### src/rtl/imem_loader_pkg.sv
// Shared types for the instruction-memory loader: FSM encoding, default frame
// marker and bytes-per-word derivation.
package imem_loader_pkg;

  typedef enum logic [2:0] {
    ST_IDLE   = 3'd0,
    ST_CNT_HI = 3'd1,
    ST_CNT_LO = 3'd2,
    ST_WORD   = 3'd3,
    ST_CHK    = 3'd4,
    ST_DONE   = 3'd5,
    ST_ERR    = 3'd6
  } state_t;

  localparam logic [7:0] SYNC_BYTE_DEFAULT = 8'hA5;

  function automatic int bpw_of(input int instr_width);
    return instr_width / 8;
  endfunction

endpackage

### src/rtl/imem_loader_if.sv
// Byte-stream input and instruction-memory write port of the loader.
// master = loader side, slave = byte source / memory side.
interface imem_loader_if #(
  parameter int PC_WIDTH    = 16,
  parameter int INSTR_WIDTH = 32
);
  logic [7:0]             rx_data;
  logic                   rx_valid;
  logic                   rx_ready;
  logic                   imem_we;
  logic [PC_WIDTH-1:0]    imem_addr;
  logic [INSTR_WIDTH-1:0] imem_data;

  modport master (
    input  rx_data, rx_valid,
    output rx_ready, imem_we, imem_addr, imem_data
  );

  modport slave (
    output rx_data, rx_valid,
    input  rx_ready, imem_we, imem_addr, imem_data
  );
endinterface

### src/rtl/loader_word_asm.sv
// Big-endian byte-to-word assembler; word_full flags the byte that completes a word
// (combinational), with word_o already including that byte.
module loader_word_asm
  import imem_loader_pkg::*;
#(
  parameter int INSTR_WIDTH = 32
) (
  input  logic                   clk,
  input  logic                   rst,
  input  logic                   start,
  input  logic                   shift_en,
  input  logic [7:0]             byte_in,
  output logic [INSTR_WIDTH-1:0] word_o,
  output logic                   word_full
);

  localparam int BPW  = bpw_of(INSTR_WIDTH);
  localparam int IDXW = (BPW > 1) ? $clog2(BPW) : 1;
  localparam logic [IDXW-1:0] LAST_IDX = IDXW'(BPW - 1);

  logic [INSTR_WIDTH-1:0] word_q, word_d;
  logic [IDXW-1:0]        idx_q, idx_d;

  always_ff @(posedge clk) begin
    if (rst) begin
      word_q <= '0;
      idx_q  <= '0;
    end else begin
      word_q <= word_d;
      idx_q  <= idx_d;
    end
  end

  always_comb begin
    word_o    = (word_q << 8) | INSTR_WIDTH'(byte_in);
    word_full = shift_en && (idx_q == LAST_IDX);
    word_d    = word_q;
    idx_d     = idx_q;
    if (start) begin
      word_d = '0;
      idx_d  = '0;
    end else if (shift_en) begin
      word_d = word_o;
      idx_d  = word_full ? '0 : idx_q + 1'b1;
    end
  end

endmodule

### src/rtl/imem_loader.sv
// Framed program-image loader: SYNC, 16-bit word count, payload, XOR checksum.
// Optional idle timeout enabled by macro LOADER_TIMEOUT_EN.
module imem_loader
  import imem_loader_pkg::*;
#(
  parameter int         PC_WIDTH    = 16,
  parameter int         INSTR_WIDTH = 32,
  parameter logic [7:0] SYNC_BYTE   = SYNC_BYTE_DEFAULT
) (
  input  logic          clk,
  input  logic          RST,
  imem_loader_if.master bus,
  output logic          core_rst,
  output logic          done,
  output logic          err
);

  localparam logic [32:0] MAX_WORDS = 33'd1 << PC_WIDTH;

  state_t                 state_q, state_d;
  logic                   rx_ready_q;
  logic [15:0]            count_q, count_d;
  logic [7:0]             chk_q, chk_d;
  logic [16:0]            words_q, words_d;
  logic [PC_WIDTH-1:0]    addr_q, addr_d;
  logic [INSTR_WIDTH-1:0] data_q, data_d;
  logic                   we_q, we_d;

  logic                   accept;
  logic                   asm_start;
  logic                   asm_shift;
  logic                   word_full;
  logic [INSTR_WIDTH-1:0] asm_word;
  logic [15:0]            n_new;

`ifdef LOADER_TIMEOUT_EN
  logic [15:0] idle_q, idle_d;
  logic        active;
`endif

  assign accept = bus.rx_valid && rx_ready_q;

  loader_word_asm #(.INSTR_WIDTH(INSTR_WIDTH)) u_asm (
    .clk       (clk),
    .rst       (RST),
    .start     (asm_start),
    .shift_en  (asm_shift),
    .byte_in   (bus.rx_data),
    .word_o    (asm_word),
    .word_full (word_full)
  );

  always_ff @(posedge clk) begin
    if (RST) begin
      state_q    <= ST_IDLE;
      rx_ready_q <= 1'b0;
      count_q    <= '0;
      chk_q      <= '0;
      words_q    <= '0;
      addr_q     <= '0;
      data_q     <= '0;
      we_q       <= 1'b0;
`ifdef LOADER_TIMEOUT_EN
      idle_q     <= '0;
`endif
    end else begin
      state_q    <= state_d;
      rx_ready_q <= 1'b1;
      count_q    <= count_d;
      chk_q      <= chk_d;
      words_q    <= words_d;
      addr_q     <= addr_d;
      data_q     <= data_d;
      we_q       <= we_d;
`ifdef LOADER_TIMEOUT_EN
      idle_q     <= idle_d;
`endif
    end
  end

  always_comb begin
    state_d   = state_q;
    count_d   = count_q;
    chk_d     = chk_q;
    words_d   = words_q;
    addr_d    = addr_q;
    data_d    = data_q;
    we_d      = 1'b0;
    asm_start = 1'b0;
    asm_shift = 1'b0;
    n_new     = {count_q[15:8], bus.rx_data};

    // Address advances the cycle after each write pulse.
    if (we_q) addr_d = addr_q + 1'b1;

    if (accept) begin
      case (state_q)
        ST_IDLE: begin
          if (bus.rx_data == SYNC_BYTE) state_d = ST_CNT_HI;
        end
        ST_CNT_HI: begin
          count_d[15:8] = bus.rx_data;
          chk_d         = bus.rx_data;
          state_d       = ST_CNT_LO;
        end
        ST_CNT_LO: begin
          count_d = n_new;
          chk_d   = chk_q ^ bus.rx_data;
          words_d = '0;
          if (n_new == 16'd0) begin
            state_d = ST_CHK;
          end else if ({17'd0, n_new} > MAX_WORDS) begin
            state_d = ST_ERR;
          end else begin
            state_d   = ST_WORD;
            addr_d    = '0;
            asm_start = 1'b1;
          end
        end
        ST_WORD: begin
          chk_d     = chk_q ^ bus.rx_data;
          asm_shift = 1'b1;
          if (word_full) begin
            we_d    = 1'b1;
            data_d  = asm_word;
            words_d = words_q + 17'd1;
            if (words_q + 17'd1 == {1'b0, count_q}) state_d = ST_CHK;
          end
        end
        ST_CHK: begin
          state_d = (bus.rx_data == chk_q) ? ST_DONE : ST_ERR;
        end
        ST_DONE, ST_ERR: begin
          if (bus.rx_data == SYNC_BYTE) state_d = ST_CNT_HI;
        end
        default: state_d = ST_IDLE;
      endcase
    end

`ifdef LOADER_TIMEOUT_EN
    active = (state_q == ST_CNT_HI) || (state_q == ST_CNT_LO) ||
             (state_q == ST_WORD)   || (state_q == ST_CHK);
    idle_d = '0;
    if (active && !accept) begin
      idle_d = idle_q + 16'd1;
      if (idle_q == 16'hFFFF) state_d = ST_ERR;
    end
`endif
  end

  always_comb begin
    bus.rx_ready  = rx_ready_q;
    bus.imem_we   = we_q;
    bus.imem_addr = addr_q;
    bus.imem_data = data_q;
    core_rst      = (state_q != ST_DONE);
    done          = (state_q == ST_DONE);
    err           = (state_q == ST_ERR);
  end

endmodule
### src/flat_wrapper.sv
// flat-port wrapper written by rule: the top's interface ports become plain ports
module imem_loader_flat import imem_loader_pkg::*;
#(
  parameter int         PC_WIDTH    = 16,
  parameter int         INSTR_WIDTH = 32,
  parameter logic [7:0] SYNC_BYTE   = SYNC_BYTE_DEFAULT
)
  (clk, RST, core_rst, done, err, bus_rx_data, bus_rx_valid, bus_rx_ready, bus_imem_we, bus_imem_addr, bus_imem_data);
  imem_loader_if #(.PC_WIDTH(PC_WIDTH), .INSTR_WIDTH(INSTR_WIDTH)) bus_i ();
  input  logic clk;
  input  logic RST;
  output logic core_rst;
  output logic done;
  output logic err;
  input wire logic [$bits(bus_i.rx_data)-1:0] bus_rx_data;
  input wire logic [$bits(bus_i.rx_valid)-1:0] bus_rx_valid;
  output wire logic [$bits(bus_i.rx_ready)-1:0] bus_rx_ready;
  output wire logic [$bits(bus_i.imem_we)-1:0] bus_imem_we;
  output wire logic [$bits(bus_i.imem_addr)-1:0] bus_imem_addr;
  output wire logic [$bits(bus_i.imem_data)-1:0] bus_imem_data;
  assign bus_i.rx_data = bus_rx_data;
  assign bus_i.rx_valid = bus_rx_valid;
  assign bus_rx_ready = bus_i.rx_ready;
  assign bus_imem_we = bus_i.imem_we;
  assign bus_imem_addr = bus_i.imem_addr;
  assign bus_imem_data = bus_i.imem_data;
  imem_loader #(.PC_WIDTH(PC_WIDTH), .INSTR_WIDTH(INSTR_WIDTH), .SYNC_BYTE(SYNC_BYTE)) u_core (.clk(clk), .RST(RST), .bus(bus_i), .core_rst(core_rst), .done(done), .err(err));
endmodule
### config.mk
export PLATFORM = sky130hd
export DESIGN_NAME = imem_loader_flat
export DESIGN_NICKNAME = d
export VERILOG_FILES = /design/src/rtl/imem_loader_pkg.sv /design/src/rtl/imem_loader_if.sv /design/src/rtl/loader_word_asm.sv /design/src/rtl/imem_loader.sv /design/src/flat_wrapper.sv
export SDC_FILE = /design/constraint.sdc
export NUM_CORES = 1
export LEC_CHECK = 0
export BUFFER_PORTS_ARGS = -buffer_cell sky130_fd_sc_hd__buf_2
export CORE_ASPECT_RATIO = 0.8
export CORE_MARGIN = 4
export CORE_UTILIZATION = 35
export CTS_CLUSTER_SIZE = 28
export DETAILED_ROUTE_END_ITERATION = 7
export SYNTH_ARGS = -nofsm -noshare
export SYNTH_HDL_FRONTEND = slang
export SYNTH_SLANG_ARGS = --single-unit
### constraint.sdc
create_clock -name clk -period 3 [get_ports clk]
set_clock_uncertainty 0.15 [all_clocks]
set_input_delay 0.3 -clock clk [delete_from_list [all_inputs] [get_ports clk]]
set_output_delay 0.3 -clock clk [all_outputs]
set_load 0.02 [all_outputs]
==> results of run 1 <==
[flip-flops by register name (all words and copies together) (netlist names)]
name / count
u_core.u_asm.word_q: 24
u_core.bus.imem_data: 32
u_core.words_q: 17
u_core.bus.imem_addr: 16
u_core.bus.rx_ready: 1
u_core.count_q: 16
u_core.bus.imem_we: 1
u_core.u_asm.idx_q: 2
u_core.state_q: 3
u_core.chk_q: 8
[per-layer routing]
| metal | global-route usage [%] | vias up | wire, um |
|---|---|---|---|
| met4 | 4.424 | 0 | 85 |
| met3 | 4.304 | 6 | 727 |
| met1 | 23.59 | 2168 | 7129 |
| li1 | - | 2453 | - |
| met5 | 0 | - | 0 |
| met2 | 21.46 | 115 | 5551 |
[kinds of logic after synthesis]
logic type | after synthesis | share of synthesized area (%)
compound gates | 128 | 13.09
xor+xnor | 50 | 8.022
fa+ha+maj | 3 | 0.6877
buf+inv | 59 | 4.561
flops | 120 | 44.01
mux | 11 | 2.017
simple gates | 326 | 27.62
[area by class of cell]
| cell class | instances | share of cell area [%] |
|---|---|---|
| timing repair buffer | 83 | 7.089 |
| multi-input combinational | 518 | 42.53 |
| clock buffer | 18 | 6.653 |
| tap | 210 | 3.980 |
| sequential | 120 | 36.39 |
| inverter | 6 | 0.3412 |
| clock inverter | 14 | 3.014 |
[per-stage QoR]
step / std cells / instance area (um^2)
after global routing: 969 / 6601
after global placement: 936 / 5953
final: 969 / 6601
after floorplan: 697 / 5459
after detailed placement: 936 / 5953
after CTS: 969 / 6601
[synth_stat cells (all sizes together) (2+ instances only)]
| library cell | count |
|---|---|
| nand2 | 165 |
| dfxtp | 120 |
| a21oi | 87 |
| nor2 | 66 |
| clkbuf | 38 |
| xnor2 | 34 |
| nand3 | 18 |
| o21ai | 18 |
| xor2 | 16 |
| buf | 15 |
| nand4 | 15 |
| nor3 | 13 |
| mux2i | 11 |
| nor4 | 9 |
| and3 | 7 |
| nand3b | 6 |
| inv | 5 |
| nand2b | 5 |
| and4 | 4 |
| or2 | 4 |
| or3 | 4 |
| a211oi | 3 |
| ha | 3 |
| or4 | 3 |
| a21o | 2 |
| a31oi | 2 |
| and2 | 2 |
| nor2b | 2 |
| o211ai | 2 |
[critical path, cell delays in order (launching register included)]
cell and delay (ps):
dfxtp_1 480, ha_1 250, nand3_2 110, or4_4 550, xnor2_1 150, or4_4 490
nor4_4 330, a41o_1 200
[power by group through the flow]
stage                     clock, mW  sequential (mW)  combinational, mW
after floorplan                   0             1.66              0.191
final                          2.18             1.65              0.227
after global placement            0             1.68              0.227
after detailed placement          0             1.68              0.227
after global routing           2.29             1.65              0.254
after CTS                      2.22             1.65              0.228
[how the worst max path moves through the flow]
stage	from	end
final	u_core.words_q[1]$_SDFFE_PP0P_	u_core.state_q[2]$_SDFFE_PP0P_
after floorplan	u_core.words_q[1]$_SDFFE_PP0P_	u_core.state_q[2]$_SDFFE_PP0P_
after detailed placement	u_core.words_q[1]$_SDFFE_PP0P_	u_core.state_q[2]$_SDFFE_PP0P_
after global routing	u_core.words_q[1]$_SDFFE_PP0P_	u_core.state_q[2]$_SDFFE_PP0P_
after CTS	u_core.words_q[1]$_SDFFE_PP0P_	u_core.state_q[2]$_SDFFE_PP0P_
after global placement	u_core.words_q[1]$_SDFFE_PP0P_	u_core.state_q[2]$_SDFFE_PP0P_
[repair_timing]
action	CTS	global route
endpoints found under the setup margin	0	0
hold buffers	1	0
hold endpoints to repair	1	0
==> flow_metrics.tcl, run 1 <==
set metrics [dict create \
    status "finished, final reports clean" \
    rr_startpoint "u_core.words_q[1]$_SDFFE_PP0P_" \
    start_kind "flip-flop" \
    slew_headroom_pct 43.80 \
    syn_area_um2 5459 \
    syn_to_final_growth_pct 20.93 \
    clock-root-buffer "clkbuf_16" \
    drive_gt1_share_pct 16.73 \
    ant_nets 0 \
    layout_setup_ws_ps 228.0 \
    worst_slew_pin_slew_ps 842.9 \
    dp_hpwl_mm 8.965 \
    fillers 1515 \
    io_buffers 63 \
    drc 0 \
    cts_buffers 17 \
    grt_max_degree 77 \
    ir_worst_vdd_v 0.0003982 \
    first_pass_iters 6 \
    combPwrFrac_pct 5.6 \
    ys_seq_area_share_pct 44.01 \
    timing.rr.end "u_core.state_q[2]$_SDFFE_PP0P_" \
    seq_power_share_pct 40.7 \
    required_ps 3210 \
    synth.avg_cell_area_um2 7.832 \
    synth_top_cell_by_area "dfxtp_1" \
    antenna_found_initial 0 \
    hold_path_depth 3 \
    cts_tree "done" \
    powerDensity_nw_per_um2 614.4 \
    vias_per_cell 4.894 \
    synth-edff-count 0 \
    synth_nets 711 \
    area.sequential_um2 2402 \
    postCtsSetupBuffers 0 \
    synthFlopType "dfxtp_1" \
    p_switching_mw 0.9329 \
    pin_count 64 \
    min_path_type "in -> reg" \
    vias 4742 \
    whs_endpoint "u_core.bus.imem_data[6]$_SDFFE_PP0P_" \
    ys_types 57 \
    die_w_um 147.6 \
    diodes 0 \
    period_share_pct 92.40 \
    rows 40 \
    grt_pass1_wl_mm 22.67 \
    swShare_pct 23.00 \
    utilization_pct 43.53 \
    yosysTopAreaCellShare_pct 44.01 \
    async_reset_ff_share_pct 0 \
    start_util_pct 36.00 \
    core_um2 15160 \
    r2r_cells 7 \
    end_kind "flip-flop" \
    drt_iter0_markers 301 \
    final_net_count 760 \
    grt_overflow_total 0 \
    fin_crit_ps 2772 \
    cp.arrival_ps 2980 \
    wl_per_cell_um 13.93 \
    r2r_slack_ps 230 \
    cts_resized 0 \
    clockBufferDepth 2 \
    cp_max_fo 7 \
    multi_input_area_um2 2808 \
    yosysWarnings 0 \
    setup_viol 0 \
    cts_max_level 4 \
    hp-start "bus_rx_data[6]" \
    p_total_mw 4.056 \
    fin_tns_setup_ps 0 \
    clock_sinks 120 \
    drt_wl_total_mm 13.49 \
    drv_slew 0 \
    syn_inst 697 \
    clock.fmax_mhz 360.7 \
    ys_ff_latch 120 \
    p_int_mw 3.123 \
    die_area_um2 17670 \
    power_leakage_nw 2.425 \
    grtUsageTotal_pct 15.61 \
    grt_pass1_vias 4407 \
    cts.clk_slew.worst_paths_ps 60 \
    chipHeight_um 119.7 \
    final_cell_mix "165 x nand2_1, 120 x dfxtp_1, 86 x a21oi_1" \
    pwr-share-clk_pct 53.7 \
    timing.hold.ws_ps 76.76 \
    cap_violations 0 \
    synth_area_leaders "dfxtp_1 44%, nand2_1 11%, a21oi_1 7.9%" \
    worstSkewPairLatency_ps 410 \
    rsz0062_at_grt "false" \
    place.gp.congestion 0.8436 \
    hold_violations 0 \
    worstSetupPathType "reg -> reg" \
    post-place-ws_ps 281.9 \
    layout_commonest_cell "nand2_1" \
]
Note: power is estimated with default switching activity, not from simulation.
==> run 2, diff against run 1 <==
Settings changed: RECOVER_POWER set to 25.
==> flow_metrics.tcl, run 2 (same netlist as run 1, synthesis figures left out) <==
set metrics [dict create \
    utilization_pct 43.18 \
    drc 0 \
    largest_reg_flops 32 \
    final_area_um2 6548 \
    core_um2 15160 \
    setup_viol 0 \
    grtUsageTotal_pct 15.61 \
    cts.clk_slew.worst_paths_ps 60 \
    cts_max_level 4 \
    drv_slew 0 \
    period_share_pct 92.38 \
    rows 40 \
    final_net_count 760 \
    final_cell_mix "165 x nand2_1, 120 x dfxtp_1, 86 x a21oi_1" \
    end_kind "flip-flop" \
    diodes 0 \
    syn_to_final_growth_pct 19.94 \
    cp_max_fo 7 \
    layout_commonest_cell "nand2_1" \
    pin_count 64 \
    cts_buffers 17 \
    grt_pass1_wl_mm 22.67 \
    start_util_pct 36.00 \
    cts_tree "done" \
    dp_hpwl_mm 8.965 \
    fin_tns_setup_ps 0 \
    worstSkewPairLatency_ps 410 \
    ir_worst_vdd_v 0.0003992 \
    grt_pass1_vias 4407 \
    place.gp.congestion 0.8436 \
    die_area_um2 17670 \
    placed_area_um2 5953 \
    clock.fmax_mhz 360.8 \
    postCtsSetupBuffers 0 \
    fin_crit_ps 2771 \
    powerDensity_nw_per_um2 619.3 \
    required_ps 3200 \
    ant_nets 0 \
    fin_cells 969 \
    drt_iter0_markers 295 \
    min_path_type "in -> reg" \
    first_pass_iters 5 \
    worstSetupPathType "reg -> reg" \
    vias_per_cell 4.958 \
    clock_sinks 120 \
    grt_max_degree 77 \
    cp.arrival_ps 2970 \
    worst_slew_pin_slew_ps 841.3 \
    clock-root-buffer "clkbuf_16" \
    cap_violations 0 \
    hold_violations 0 \
    rsz0062_at_grt "false" \
    start_kind "flip-flop" \
    io_buffers 63 \
    vias 4804 \
    wl_per_cell_um 14.05 \
    drt_wl_total_mm 13.61 \
    antenna_found_initial 0 \
    die_w_um 147.6 \
    drive_gt1_share_pct 11.07 \
    clockBufferDepth 2 \
    power_leakage_nw 2.238 \
    cts_resized 0 \
    grt_overflow_total 0 \
    p_total_mw 4.055 \
    slew_headroom_pct 43.91 \
    dp_cells 936 \
    chipHeight_um 119.7 \
    status "finished, final reports clean" \
]
==> run 2: changes by cell type in the layout (fill, tap and decap cells not counted) <==
cell,change
clkbuf_1,+43
buf_2,-43
==> run 2: final cells by class <==
class                   count  area, um^2
fillers                  1537        8617
multi-input cells         518        2808
flip-flops and latches    120        2402
clock buffers              18       439.2
repair buffers             83       414.1
well taps                 210       262.8
clock inverters            14       198.9
inverters                   6       22.52
==> run 2: path summary, 6_finish.rpt <==
| check | slack (ps) | end | depth (start not counted) | from |
|---|---|---|---|---|
| hold / removal | 80 | u_core.bus.imem_data[6]$_SDFFE_PP0P_ | 3 | bus_rx_data[6] |
| setup / recovery | 230 | u_core.state_q[2]$_SDFFE_PP0P_ | 7 | u_core.words_q[1]$_SDFFE_PP0P_ |
| hold reg to reg | 300 | u_core.bus.imem_data[29]$_SDFFE_PP0P_ | 2 | u_core.u_asm.word_q[21]$_SDFFE_PP0P_ |
| setup reg to reg | 230 | u_core.state_q[2]$_SDFFE_PP0P_ | 7 | u_core.words_q[1]$_SDFFE_PP0P_ |
==> run 2: where the power goes <==
part / switching [mW] / total (mW) / internal, mW
combinational: 0.140 / 0.228 / 0.0879
clock: 0.761 / 2.18 / 1.42
sequential: 0.0319 / 1.65 / 1.62
==> run 2: stage by stage <==
| step | setup WS (ps) | hold slack, ps |
|---|---|---|
| finish | 228.5 | 81.41 |
| global route | 32.50 | 81.45 |
| CTS | 251.5 | 62.53 |
| detailed placement | 281.9 | 294.1 |
| global placement | 309.0 | 289.5 |
| floorplan | 274.1 | 282.1 |
==> run 2: critical path, stage by stage, from the launching register on <==
cell and delay [ps]:
dfxtp_1 470, ha_1 250, nand3_2 110, or4_4 550, xnor2_1 150, or4_4 490, nor4_4 330, a41o_1 210
==> run 2: per-layer routing <==
| layer | GRT usage, % | routed length [um] | vias up |
|---|---|---|---|
| li1 | - | - | 2448 |
| met1 | 23.59 | 7296 | 2222 |
| met2 | 21.46 | 5483 | 124 |
| met3 | 4.304 | 709 | 10 |
| met4 | 4.424 | 122 | 0 |
| met5 | 0 | 0 | - |
==> run 2: repair_timing <==
action / 4_1_cts / 5_1_grt
setup endpoints to repair: 0 / 0
hold buffers: 1 / 0
endpoints found under the hold margin: 1 / 0
==> run 3, diff against run 2 <==
Settings changed: ABC_AREA set to 1.
==> flow_metrics.tcl, run 3 <==
set metrics [dict create \
    synth_nets 785 \
    worstSetupPathType "reg -> reg" \
    wl_met2_mm 5.956 \
    start_util_pct 36.01 \
    grt_pass1_vias 4701 \
    final_cell_mix "205 x nand2_1, 120 x dfxtp_1, 89 x nand3_1" \
    fin_crit_ps 2329 \
    ys_seq_area_share_pct 44.14 \
    syn_area_um2 5443 \
    cts_buffers 17 \
    cp_cell_sequence "ha_1, nand2_1, nor2_4, nand2_2, inv_2, nand2_1, nand2_1, nand3_1, nand2_1, nand2_1, nor2_1, nand3_1, nand2_2, nand2_1, o21ai_1, inv_1" \
    ant_nets 0 \
    worstSkewPairLatency_ps 420 \
    async_reset_ff_share_pct 0 \
    synth_top_cell_by_area "dfxtp_1" \
    cts_resized 0 \
    max_stage_delay_ps 380 \
    die_w_um 147.4 \
    cts_tree "done" \
    grt_pass1_wl_mm 24.87 \
    start_kind "flip-flop" \
    clock.fmax_mhz 429.3 \
    vias 5135 \
    wl_met3_mm 1.308 \
    cts_max_level 4 \
    crit_path_start "u_core.words_q[0]$_SDFFE_PP0P_" \
    rows 40 \
    fin_tns_setup_ps 0 \
    grt_max_degree 53 \
    synth_most_common_cell "nand2_1" \
    antenna_found_initial 0 \
    period_share_pct 77.64 \
    drc 0 \
    postCtsSetupBuffers 0 \
    cts.clk_slew.worst_paths_ps 60 \
    end_kind "flip-flop" \
    yosysTopAreaCellShare_pct 44.14 \
    core_um2 15110 \
    powerDensity_nw_per_um2 580.5 \
    wl_met1_mm 7.736 \
    chipHeight_um 119.5 \
    cp.arrival_ps 2490 \
    wl_per_cell_um 14.26 \
    ir_worst_vdd_v 0.0003629 \
    drv_slew 0 \
    timing.hold.ws_ps 85.65 \
    drt_wl_total_mm 15.11 \
    worst_slew_pin_slew_ps 738.4 \
    maxUsedRoutingLayer "met4" \
    io_buffers 63 \
    clock_sinks 120 \
    vias_per_cell 4.844 \
    cp_slowest_cell "dfxtp_1" \
    yosys-top-cells-count "205 x nand2_1, 120 x dfxtp_1, 89 x nand3_1, 75 x a21oi_1, 65 x inv_1" \
    hp-start "bus_rx_data[0]" \
    synth_area_leaders "dfxtp_1 44%, nand2_1 14%, nand3_1 8.2%" \
    hold_violations 0 \
    final_net_count 851 \
    pin_count 64 \
    diodes 0 \
    grt_overflow_total 0 \
    synth-edff-count 0 \
    required_ps 3160 \
    drt_iter0_markers 414 \
    layout_commonest_cell "nand2_1" \
    first_pass_iters 5 \
    clockBufferDepth 2 \
    crit_top_cell "nand2_1" \
    cp_max_fo 5 \
    ys_ff_latch 120 \
    rr_startpoint "u_core.words_q[0]$_SDFFE_PP0P_" \
    cap_violations 0 \
    grtUsageTotal_pct 17.65 \
    clock-root-buffer "clkbuf_16" \
    syn_inst 771 \
    largest_reg_flops 32 \
    ys_types 36 \
    min_path_type "in -> reg" \
    die_area_um2 17620 \
    slew_headroom_pct 50.77 \
    dp_hpwl_mm 10.67 \
    status "finished, final reports clean" \
    drive_gt1_share_pct 10.47 \
    power_leakage_nw 2.562 \
    holdBufCountCts 0 \
    yosysWarnings 0 \
    fillers 1554 \
    syn_to_final_growth_pct 20.85 \
    rsz0062_at_grt "false" \
    setup_viol 0 \
    synth.avg_cell_area_um2 7.059 \
    synthFlopType "dfxtp_1" \
    place.gp.congestion 0.9175 \
]
==> run 3: cell types whose count changed after synthesis, moves of 8 or more <==
cell / delta
xnor2_1: -24
a21oi_1: -11
clkbuf_1: -14
buf_2: -8
nand3_1: +72
inv_1: +60
nand2_1: +40
mux2i_1: -11
o21ai_0: +23
==> run 3: metrics by stage <==
step / area (um^2) / power (mW) / std cells / util [%] / worst slack, ps
detailed placement: 6007 / 1.718 / 1028 / 39.74 / 685.9
global placement: 6007 / 1.718 / 1028 / 39.74 / 667.9
finish: 6578 / 3.819 / 1060 / 43.52 / 670.7
floorplan: 5443 / 1.678 / 771 / - / 996.0
CTS: 6630 / 3.849 / 1060 / 43.87 / 684.1
global route: 6578 / 3.937 / 1060 / 43.52 / 356.8
==> run 3: worst max-delay path, delay by kind of cell, from the launching register on <==
kind	cells	cell delay (ps)
buffers and inverters	2	150
AOI/OAI and AO/OA	1	130
DFF	1	380
adders and majority gates	1	220
and+or+nand+nor	12	1210
==> run 3: final timing paths <==
| check | endpoint | slack (ps) | cells past startpoint |
|---|---|---|---|
| worst max-delay path | u_core.state_q[0]$_SDFFE_PP0P_ | 670 | 16 |
| worst max register to register | u_core.state_q[0]$_SDFFE_PP0P_ | 670 | 16 |
| worst min register to register | u_core.u_asm.word_q[16]$_SDFFE_PP0P_ | 320 | 2 |
| worst min-delay path | u_core.chk_q[0]$_SDFFE_PP0P_ | 90 | 3 |
==> run 3: layout make-up <==
type,instances,area (um^2),share of cell area [%]
clock inverter,14,183.9,2.796
clock buffer,18,439.2,6.677
timing repair buffer,75,352.8,5.364
multi-input combinational,552,2670,40.59
inverter,71,266.5,4.052
sequential,120,2402,36.52
tap,210,262.8,3.995
==> run 3: cell families (layout without fill, tap and decap cells) <==
logic type | after synthesis | in the layout | synth area share (%)
AND/OR/NAND/NOR | 403 | 403 | 33.33
AO/OA/AOI/OAI | 126 | 126 | 11.75
flip-flops | 120 | 120 | 44.14
buffers and inverters | 99 | 178 | 6.874
XOR/XNOR | 20 | 20 | 3.218
adder cells (fa/ha/maj) | 3 | 3 | 0.6897
==> run 3: power by group <==
group          total (mW)  switching, mW  internal, mW  leakage, nW
sequential           1.60       0.000686          1.59        0.966
clock                2.13          0.786          1.35        0.299
combinational      0.0898         0.0689        0.0209         1.30
total                3.82          0.856          2.96         2.56
==> run 3: routing by layer <==
layer  global-route usage (%)  vias to the layer above
met2                    24.25                      183
met5                        0                        -
met1                    26.96                     2284
li1                         -                     2659
met4                    4.133                        0
met3                    5.096                        9
